File: src/rtl/hwpe_stream_protocol_checker_pkg.sv
// hwpe_stream_protocol_checker_pkg: error record type and helpers shared by the checker.
package hwpe_stream_protocol_checker_pkg;
  localparam int HWPE_STREAM_CHK_ERR_W = 3;
  typedef struct packed {
    logic timeout;
    logic vdr;
    logic vcr;
  } hwpe_stream_chk_err_t;
  function automatic int chk_ch_w(int n);
    return n > 1 ? $clog2(n) : 1;
  endfunction
endpackage

File: src/rtl/hwpe_stream_protocol_checker_channel.sv
// hwpe_stream_checker_channel: one stream's history, VCR/VDR rules, sticky flags, handshake counter
// and, with HWPE_STREAM_CHECKER_TIMEOUT_EN, a stall watchdog.
module hwpe_stream_checker_channel
  import hwpe_stream_protocol_checker_pkg::*;
#(
  parameter int DATA_WIDTH = 32,
  parameter int STRB_WIDTH = 4,
  parameter int CNT_WIDTH = 32,
  parameter int TIMEOUT_WIDTH = 16
) (
  input  logic clk,
  input  logic rst,
  input  logic clear,
  input  logic enable,
  input  logic valid,
  input  logic ready,
  input  logic [DATA_WIDTH-1:0] data,
  input  logic [STRB_WIDTH-1:0] strb,
  input  logic [TIMEOUT_WIDTH-1:0] timeout,
  output hwpe_stream_chk_err_t hit,
  output hwpe_stream_chk_err_t err,
  output logic [CNT_WIDTH-1:0] hs_cnt
);
  logic q, pv, pr, viol, to_hit;
  logic [DATA_WIDTH-1:0] pd;
  logic [STRB_WIDTH-1:0] ps;
  assign viol = enable & q & pv & ~pr;
  assign hit = '{timeout: to_hit, vdr: viol & ~valid, vcr: viol & (data != pd || strb != ps)};
  always_ff @(posedge clk or posedge rst)
    if (rst) begin
      {q, pv, pr, pd, ps} <= '0;
      err <= '0;
      hs_cnt <= '0;
    end else if (clear) begin
      {q, pv, pr, pd, ps} <= '0;
      err <= '0;
      hs_cnt <= '0;
    end else begin
      {q, pv, pr, pd, ps} <= {enable, valid, ready, data, strb};
      err <= err | hit;
      if (enable & valid & ready & ~&hs_cnt) hs_cnt <= hs_cnt + CNT_WIDTH'(1);
    end
`ifdef HWPE_STREAM_CHECKER_TIMEOUT_EN
  logic [TIMEOUT_WIDTH-1:0] stall;
  logic stalled;
  assign stalled = enable & valid & ~ready;
  // Fire on the stalled cycle that brings the count to the threshold, then hold there.
  assign to_hit = stalled & (|timeout) & (stall + TIMEOUT_WIDTH'(1) == timeout);
  always_ff @(posedge clk or posedge rst)
    if (rst) stall <= '0;
    else if (clear | ~stalled) stall <= '0;
    else if (!((|timeout) && stall == timeout) && ~&stall) stall <= stall + TIMEOUT_WIDTH'(1);
`else
  logic unused;
  assign unused = ^timeout;
  assign to_hit = 1'b0;
`endif
endmodule

File: config.mk
export PLATFORM = sky130hd
export DESIGN_NAME = hwpe_stream_checker_channel
export DESIGN_NICKNAME = d
export VERILOG_FILES = /design/src/rtl/hwpe_stream_protocol_checker_pkg.sv /design/src/rtl/hwpe_stream_protocol_checker_channel.sv
export SDC_FILE = /design/constraint.sdc
export NUM_CORES = 1
export LEC_CHECK = 0
export ABC_AREA = 1
export ABC_CLOCK_PERIOD_IN_PS = 2400
export BUFFER_PORTS_ARGS = -buffer_cell sky130_fd_sc_hd__buf_2
export CAP_MARGIN = 30
export CORE_AREA = 2 2 166 103
export CTS_CLUSTER_SIZE = 16
export DETAILED_ROUTE_END_ITERATION = 8
export DIE_AREA = 0 0 168 105
export GPL_TIMING_DRIVEN = 0
export PLACE_DENSITY = 0.46
export SLEW_MARGIN = 20
export SYNTH_ARGS = -nofsm -noshare
export SYNTH_HDL_FRONTEND = slang
export SYNTH_SLANG_ARGS = --single-unit
File: constraint.sdc
create_clock -name clk -period 2.4 [get_ports clk]
set_input_delay 0.24 -clock clk [delete_from_list [all_inputs] [get_ports clk]]
set_output_delay 0.24 -clock clk [all_outputs]
set_load 0.005 [all_outputs]
==> metrics.txt, run 1 <==
setup violators final 0; Crit Path Class reg2reg; status completed; Tightest Pin Transition 0.575 ns; async set or reset register ratio after synthesis 1.00; Site Rows 36; Post-DRT Antenna Nets 0; Congestion Overflow GR 0; final setup TNS 0 ns; period utilization 0.908; WHS 0.122 ns; xor/xnor share of the synthesized area 0.0770; Max Fclk 459 MHz; crit end category register; largest net degree at the start of global routing 55; simple-gate share of the synthesized area 0.303; clk sink count 73; Initial Util 0.249; initial antenna violation count 0; routability cong. 0.869; Yosys top cell by area dfrtp_1; Core ar. 16000 um2; antenna diode count 0; Pwr Density 580 nW/um2; largest buffer count on any clock path 2; worst clock skew 0.00689 ns; critical path's most frequent cell nand2_1; DR top layer met4; nets@finish 672; slowest library cell on the worst path dfrtp_1; leakage 2.45 nW; Residual DRC 0; Yosys reg bits 73; setup bufs post-CTS 0; crit path cell chain ha_1, nand3_1, inv_1, nand2_1, nor2_4, nand2_1, nand2_4, inv_4, nor2_8, buf_6, nand2_1, o31ai_1; layout cells sized above 1 0.196; WP data required 2.62 ns; Root Buffer Master clkbuf_16; placement-stage cell area 4660 um2; first-pass GRT wire length 18.6 mm; CTS tree yes; Die Height 105 um; number of synthesized flops with an enable pin 0; critical path's top delay family simple AND/OR/NAND/NOR gates; fin worst setup slack 0.221 ns; Post-Synthesis Cell Area 3980 um2; Critical Path Fanout Max 10; Layout area overhead 24.8%; detailed placement HPWL 9.05 mm; initial drt markers 238; total power 2.88 mW; PortBufs 76; number of max-cap violations 0; metal3 WL 841 um; fin area 4970 um2; total global-route track usage 0.136; mux cell area share after synthesis 0; Arr. time, crit path 2.40 ns; dpl ws 0.163 ns; vias in the first global route 3486; warnings from Yosys 0; wire length on met1 5.99 mm; routed len/inst 13.8 um; adder-cell share of the synthesized area 0.00314; clk_lat worst skew 0.34 ns; largest family of logic cells by synthesized area simple AND/OR/NAND/NOR gates; top post-synthesis cells by area dfrtp_1 (46%), nand2_1 (11%), nor2_1 (8.3%); most numerous cell in the Yosys netlist nand2_1; Yosys cell types 32; CTS Buf Count 9; sequential area share after synthesis 0.459; Via density 4.32; CP max stage delay 0.42 ns; die footprint 17600 um2; Synth Flop Type dfrtp_1; CP startpoint kind register; H-tree depth 3; Mean Syn Cell Area 7.61 um2; Synth top cells by count nand2_1 (118), nor2_1 (88), inv_1 (78); IO Pins 96; Tightest Hold Check Type in2reg; Rel. slew slack 0.616; DRT Wirelength 11.4 mm; Initial DRT Pass Iterations 4; Synth top area share 0.459; post-synthesis compound-gate area fraction 0.0609; Die X 168 um; RSZ-0062 raised after global routing false; Final Hold Vio Count 0; Reg clk slew, reported paths 0.06 ns; met2 WL 4.46 mm; min cycle time layout 2.18 ns; maximum vdd drop 263 uV; vias after detailed routing 3570; Cells after Synth 523; CP Buf/Inv Count 3; Slew Limit Fails 0
## timing repair
item	4_1_cts	5_1_grt
hold buffers	1	0
endpoints found under the setup margin	0	2
resized for setup	0	2
hold endpoints to repair	19	0
## layout by cell type, fill, tap and decap left out, types with 8 or more instances in the layout
| cell type | count |
|---|---|
| nand4_1 | 15 |
| inv_1 | 77 |
| buf_2 | 79 |
| o21ai_2 | 8 |
| nand2_1 | 118 |
| nor3_1 | 19 |
| clkbuf_16 | 9 |
| o31ai_1 | 8 |
| xnor2_1 | 27 |
| o21ai_0 | 16 |
| nand3_1 | 29 |
| xor2_1 | 8 |
| nor2_1 | 87 |
| dfrtp_1 | 73 |
## kinds of logic after synthesis
kind of cell               after synthesis
xor gates and xnor gates                35
other                                    1
buffers and inverters                   96
adders and majority gates                1
DFF                                     73
AOI/OAI and AO/OA                       37
and+or+nand+nor                        280
## layout make-up
type                            instances  area, um2
Multi-Input combinational cell        355       1790
Timing Repair Buffer                   78        418
Inverter                               82        313
Fill cell                            1712      11000
Tap cell                              209        262
Buffer                                 14       71.3
Sequential cell                        73       1830
Clock inverter                          5       56.3
Clock buffer                           10        239
## metal layers
metal / vias up / track usage
met3: 11 / 0.0371
li1: 1795 / -
met5: - / 0
met4: 0 / 0.0360
met1: 1656 / 0.208
met2: 108 / 0.184
## worst register-to-register path, stage by stage, from the launching register on
cell and delay [ns]:
dfrtp_1 0.42, ha_1 0.21, nand3_1 0.13, inv_1 0.10
nand2_1 0.16, nor2_4 0.21, nand2_1 0.12, nand2_4 0.14
inv_4 0.08, nor2_8 0.15, buf_6 0.18, nand2_1 0.07
o31ai_1 0.09
## per-stage QoR
| step | utilization | std cells |
|---|---|---|
| finish | 0.311 | 826 |
| global route | 0.311 | 826 |
| CTS | 0.310 | 826 |
| detailed placement | 0.291 | 810 |
| global placement | 0.289 | 809 |
| floorplan | - | 524 |
## worst paths after layout
check	from	endpoint	slack, ns	depth (start not counted)
worst min-delay path	data[26]	pd[26]	0.12	3
worst min register to register	err[1]	err[1]	0.50	1
worst max-delay path	hs_cnt[0]	hs_cnt[3]	0.22	12
min in group asynchronous	rst	pd[21]	0.41	3
worst max register to register	hs_cnt[0]	hs_cnt[3]	0.22	12
max in group asynchronous	rst	hs_cnt[19]	1.42	4
## registers in the layout, indices dropped and copies added (netlist names)
register,flops
pv,1
pd,32
q,1
pr,1
hs_cnt,32
err,2
ps,4
## report_power, final
group | leakage [nW] | internal (mW) | switching, mW
combinational | 1.32 | 0.100 | 0.149
clock | 0.144 | 0.825 | 0.526
sequential | 0.977 | 1.27 | 0.0159
total | 2.45 | 2.19 | 0.691
Note: power is estimated with default switching activity, not from simulation.
==> run 2, diff against run 1 <==
ABC_AREA = default   (was 1)
CAP_MARGIN = default   (was 30)
CORE_AREA = 2 2 158 98   (was 2 2 166 103)
DIE_AREA = 0 0 160 100   (was 0 0 168 105)
PLACE_DENSITY = 0.47   (was 0.46)
==> metrics.txt, run 2 <==
status completed; top post-synthesis cells by area dfrtp_1 (51%), nor2b_1 (8.4%), xor2_1 (6.8%); leading cell type in the layout, fill and taps excluded buf_2; Slew Limit Fails 0; Yosys top cell by area dfrtp_1; DRT Wirelength 9.61 mm; number of max-cap violations 0; total power 2.96 mW; warnings from Yosys 0; Post-Synthesis Cell Area 3590 um2; Layout area overhead 29.0%; Arr. time, crit path 2.51 ns; Die Height 100 um; reg2reg end hs_cnt[3]; Final Hold Vio Count 0; worst clock skew 0.00502 ns; sequential area share after synthesis 0.509; Yosys cell types 43; initial drt markers 96; IO Pins 96; commonest cells after routing, fill and taps aside buf_2 (78), dfrtp_1 (72), nor2b_1 (48); PortBufs 77; CP max stage delay 0.50 ns; Mean Syn Cell Area 10.6 um2; final core utilization 0.313; fillers 1556; Hold Path Sink pd[5]; Die X 160 um; total global-route track usage 0.124; RSZ-0062 raised after global routing false; layout cells sized above 1 0.285; Initial DRT Pass Iterations 4; slowest library cell on the worst path a31oi_2; setup violators final 0; crit end category register; CTS Buf Count 9; dpl ws 0.0989 ns; fin worst setup slack 0.113 ns; number of stages on the worst hold path 2; first-pass GRT wire length 15.1 mm; Congestion Overflow GR 0; Tightest Hold Check Type in2reg; Residual DRC 0; min cycle time layout 2.29 ns; Site Rows 35; H-tree depth 3; CP Buf/Inv Count 2; Core ar. 14800 um2; CTS tree yes; Cells after Synth 339; largest net degree at the start of global routing 41; vias after detailed routing 2774; Synth top area share 0.509; antenna diode count 0; clk_lat worst skew 0.34 ns; CP startpoint kind register; vias in the first global route 2738; crit path cell chain and4_1, clkbuf_1, and2_1, buf_6, a31oi_2, and2b_2, mux2_2; Via density 4.33; Max Fclk 437 MHz; Synth top cells by count dfrtp_1 (73), nor2b_1 (48), nor2_1 (35); fin area 4630 um2; Pwr Density 640 nW/um2; die footprint 16000 um2; async set or reset register ratio after synthesis 1.00; leakage 2.10 nW; largest buffer count on any clock path 2; Yosys reg bits 73; number of synthesized flops with an enable pin 0; R2R Setup Slk 0.11 ns; Synth Flop Type dfrtp_1; period utilization 0.953; detailed placement HPWL 7.06 mm; routability cong. 0.771; initial antenna violation count 0; Reg clk slew, reported paths 0.06 ns; Tightest Pin Transition 0.712 ns; RR Startpoint hs_cnt[10]; routed len/inst 15.0 um; maximum vdd drop 316 uV; Critical Path Fanout Max 9; most numerous cell in the Yosys netlist dfrtp_1; Initial Util 0.242; clk sink count 73; Root Buffer Master clkbuf_16; Crit Path Class reg2reg; WP data required 2.62 ns; reg2reg path depth 7; placement-stage cell area 4260 um2; Placed Cells incl. Taps 621; Post-DRT Antenna Nets 0; Rel. slew slack 0.525; Final Non-Filler Cells 641; hold_sp data[5]; nets@finish 492; critical path's top delay family simple AND/OR/NAND/NOR gates
-- run 2: cell count changes after synthesis, moves of 9 or more --
cell	before	now
nor2b_1	0	48
nor3_1	19	3
xor2_1	8	28
inv_1	78	5
nor4_1	0	10
nand3_1	29	9
o21ai_0	16	4
nor2_1	88	35
mux2_2	0	9
nand2_1	118	10
-- run 2: cells by family after synthesis --
kind of cell,count (synthesis),synth area share
simple gates,154,0.249
xor+xnor,50,0.122
mux,10,0.0311
compound gates,29,0.0555
fa+ha+maj,1,0.00349
flops,73,0.509
other cells,1,0.00105
buf+inv,21,0.0286
-- run 2: report_power, final --
part	total (mW)	switching, mW	internal [mW]
sequential	1.28	0.0158	1.27
combinational	0.212	0.121	0.0906
clock	1.47	0.530	0.937
-- run 2: worst max-delay path by stage --
| stage | startpoint | endpoint | slack, ns | cells past startpoint |
|---|---|---|---|---|
| 6_report | hs_cnt[10] | hs_cnt[3] | 0.11 | 7 |
| 5_1_grt | hs_cnt[10] | hs_cnt[3] | 0.003 | 7 |
| 4_1_cts | pd[25] | hit[0] | 0.07 | 6 |
| 3_5_place_dp | hs_cnt[0] | hs_cnt[3] | 0.1 | 6 |
| 3_3_place_gp | rst | pd[4] | -0.79 | 2 |
| 2_1_floorplan | rst | err[0] | 0.31 | 1 |
-- run 2: area by class of cell --
cell class	instances	area [um2]	area share
Sequential cell	73	1830	0.395
Clock inverter	5	78.8	0.0170
Clock buffer	11	243	0.0525
Inverter	5	21.3	0.00460
Multi-Input combinational cell	246	1670	0.361
Buffer	16	83.8	0.0181
Tap cell	203	254	0.0549
Timing Repair Buffer	82	445	0.0963
-- run 2: repair_timing --
item / 4_1_cts / 5_1_grt
hold buffers: 1 / 0
endpoints found under the hold margin: 33 / 0
setup endpoints to repair: 0 / 5
gates resized for setup: 0 / 4
setup buffers: 0 / 3
-- run 2: worst register-to-register path, stage by stage, from the launching register on --
cell and delay, ns:
dfrtp_1 0.43, and4_1 0.19, clkbuf_1 0.17, and2_1 0.18
buf_6 0.14, a31oi_2 0.50, and2b_2 0.24, mux2_2 0.32
-- run 2: per-stage QoR --
stage | setup TNS [ns] | hold WS (ns)
CTS | 0 | 0.139
detailed placement | 0 | 0.299
floorplan | 0 | 0.378
finish | 0 | 0.148
global placement | -57.10 | 0.478
global route | 0 | 0.150
-- run 2: routing by layer --
metal	vias to the layer above	GRT usage	part of all wire
met1	1364	0.184	0.54
met2	56	0.175	0.40
met5	-	0	0
met3	8	0.0368	0.046
met4	0	0.0333	0.011
li1	1346	-	-
==> run 3, diff against run 2 <==
PLACE_DENSITY = default   (was 0.47)
PLACE_DENSITY_LB_ADDON = 0.05   (was default)
==> metrics.txt, run 3 (synthesis gave the netlist of run 2 again) <==
first-pass GRT wire length 15.3 mm; Final Hold Vio Count 0; Root Buffer Master clkbuf_16; Die X 160 um; vias after detailed routing 2726; status completed; H-tree depth 3; Critical Path Fanout Max 9; Arr. time, crit path 2.50 ns; vias in the first global route 2608; switching portion of total power 0.221; setup violators final 0; IO Pins 96; final setup TNS 0 ns; Comb pwr share 0.068; commonest cells after routing, fill and taps aside buf_2 (78), dfrtp_1 (73), nor2b_1 (48); WHS 0.149 ns; internal power 2.40 mW; Via density 4.27; period utilization 0.949; routability cong. 0.675; Reg clk slew, reported paths 0.06 ns; Tightest Hold Check Type in2reg; critical path's top delay family simple AND/OR/NAND/NOR gates; CP startpoint kind register; Residual DRC 0; number of max-cap violations 0; largest net degree at the start of global routing 51; clk sink count 73; initial antenna violation count 0; nets@finish 489; Worst Setup SP hs_cnt[9]; detailed placement HPWL 7.09 mm; fin worst setup slack 0.122 ns; slowest library cell on the worst path a31oi_2; FF/Latch Area 1830 um2; Rel. slew slack 0.512; antenna diode count 0; maximum vdd drop 262 uV; layout cells sized above 1 0.278; leakage 2.10 nW; multi-input logic area 1670 um2; Clk pwr share 0.517; crit path cell chain and4_1, clkbuf_1, and2_1, buf_6, a31oi_2, and2b_2, mux2_2; RR Startpoint hs_cnt[9]; Site Rows 35; CP max stage delay 0.47 ns; Slew Limit Fails 0; Final Non-Filler Cells 638; die footprint 16000 um2; crit end category register; Initial Util 0.242; min cycle time layout 2.28 ns; total global-route track usage 0.126; RSZ-0062 raised after global routing true; Tightest Pin Transition 0.713 ns; number of stages on the worst hold path 2; dpl ws 0.144 ns; hold_sp data[31]; reg2reg path depth 7; Post-DRT Antenna Nets 0; Congestion Overflow GR 0; CP Buf/Inv Count 2; critical path depth 7; CTS Buf Count 9; Max Fclk 439 MHz; worst clock skew 0.00664 ns; routed len/inst 15.1 um; WP data required 2.62 ns; Crit Path Class reg2reg; CTS tree yes; fillers 1598; Core ar. 14800 um2; Placed Cells incl. Taps 621; DRT Wirelength 9.65 mm; Layout area overhead 29.3%; largest buffer count on any clock path 2; leading cell type in the layout, fill and taps excluded buf_2; clk_lat worst skew 0.33 ns; Initial DRT Pass Iterations 4; Seq pwr share 0.415; placement-stage cell area 4260 um2; Psw 0.684 mW; Pwr Density 666 nW/um2; PortBufs 77; initial drt markers 131; fin area 4640 um2; Die Height 100 um
run 3: layout make-up:
class,count,share of cell area
inverters,5,0.00459
flip-flops and latches,73,0.394
well taps,203,0.0548
repair buffers,79,0.0912
clock inverters,6,0.0248
clock buffers,10,0.0516
multi-input cells,246,0.361
plain buffers,16,0.0181
run 3: worst paths after layout:
kind / end / slack, ns
max in group asynchronous: hs_cnt[14] / 1.40
min in group asynchronous: pd[15] / 0.42
worst max register to register: hs_cnt[3] / 0.12
worst min register to register: err[1] / 0.49
worst max-delay path: hs_cnt[3] / 0.12
worst min-delay path: pd[31] / 0.15
run 3: through the flow:
step,power (mW),util
3_5_place_dp,1.52,0.288
2_1_floorplan,1.42,-
4_1_cts,3.14,0.312
3_3_place_gp,1.51,0.286
5_1_grt,3.22,0.313
6_report,3.09,0.313
run 3: what timing repair did:
| item | in CTS | in global routing |
|---|---|---|
| resized for setup | 0 | 2 |
| endpoints found under the hold margin | 23 | 0 |
| endpoints found under the setup margin | 0 | 4 |
| setup buffers | 0 | 0 |
| hold buffers | 1 | 0 |
run 3: metal layers:
layer,wire length (um),track usage
met5,0,0
met4,33,0.0312
met3,455,0.0314
met2,3860,0.163
met1,5300,0.204
run 3: power groups by stage:
| stage | logic, mW | clock network (mW) | registers [mW] |
|---|---|---|---|
| after floorplan | 0.116 | 0 | 1.30 |
| after global placement | 0.208 | 0 | 1.30 |
| after detailed placement | 0.214 | 0 | 1.30 |
| after CTS | 0.217 | 1.65 | 1.28 |
| after global routing | 0.241 | 1.70 | 1.28 |
| final | 0.210 | 1.60 | 1.28 |
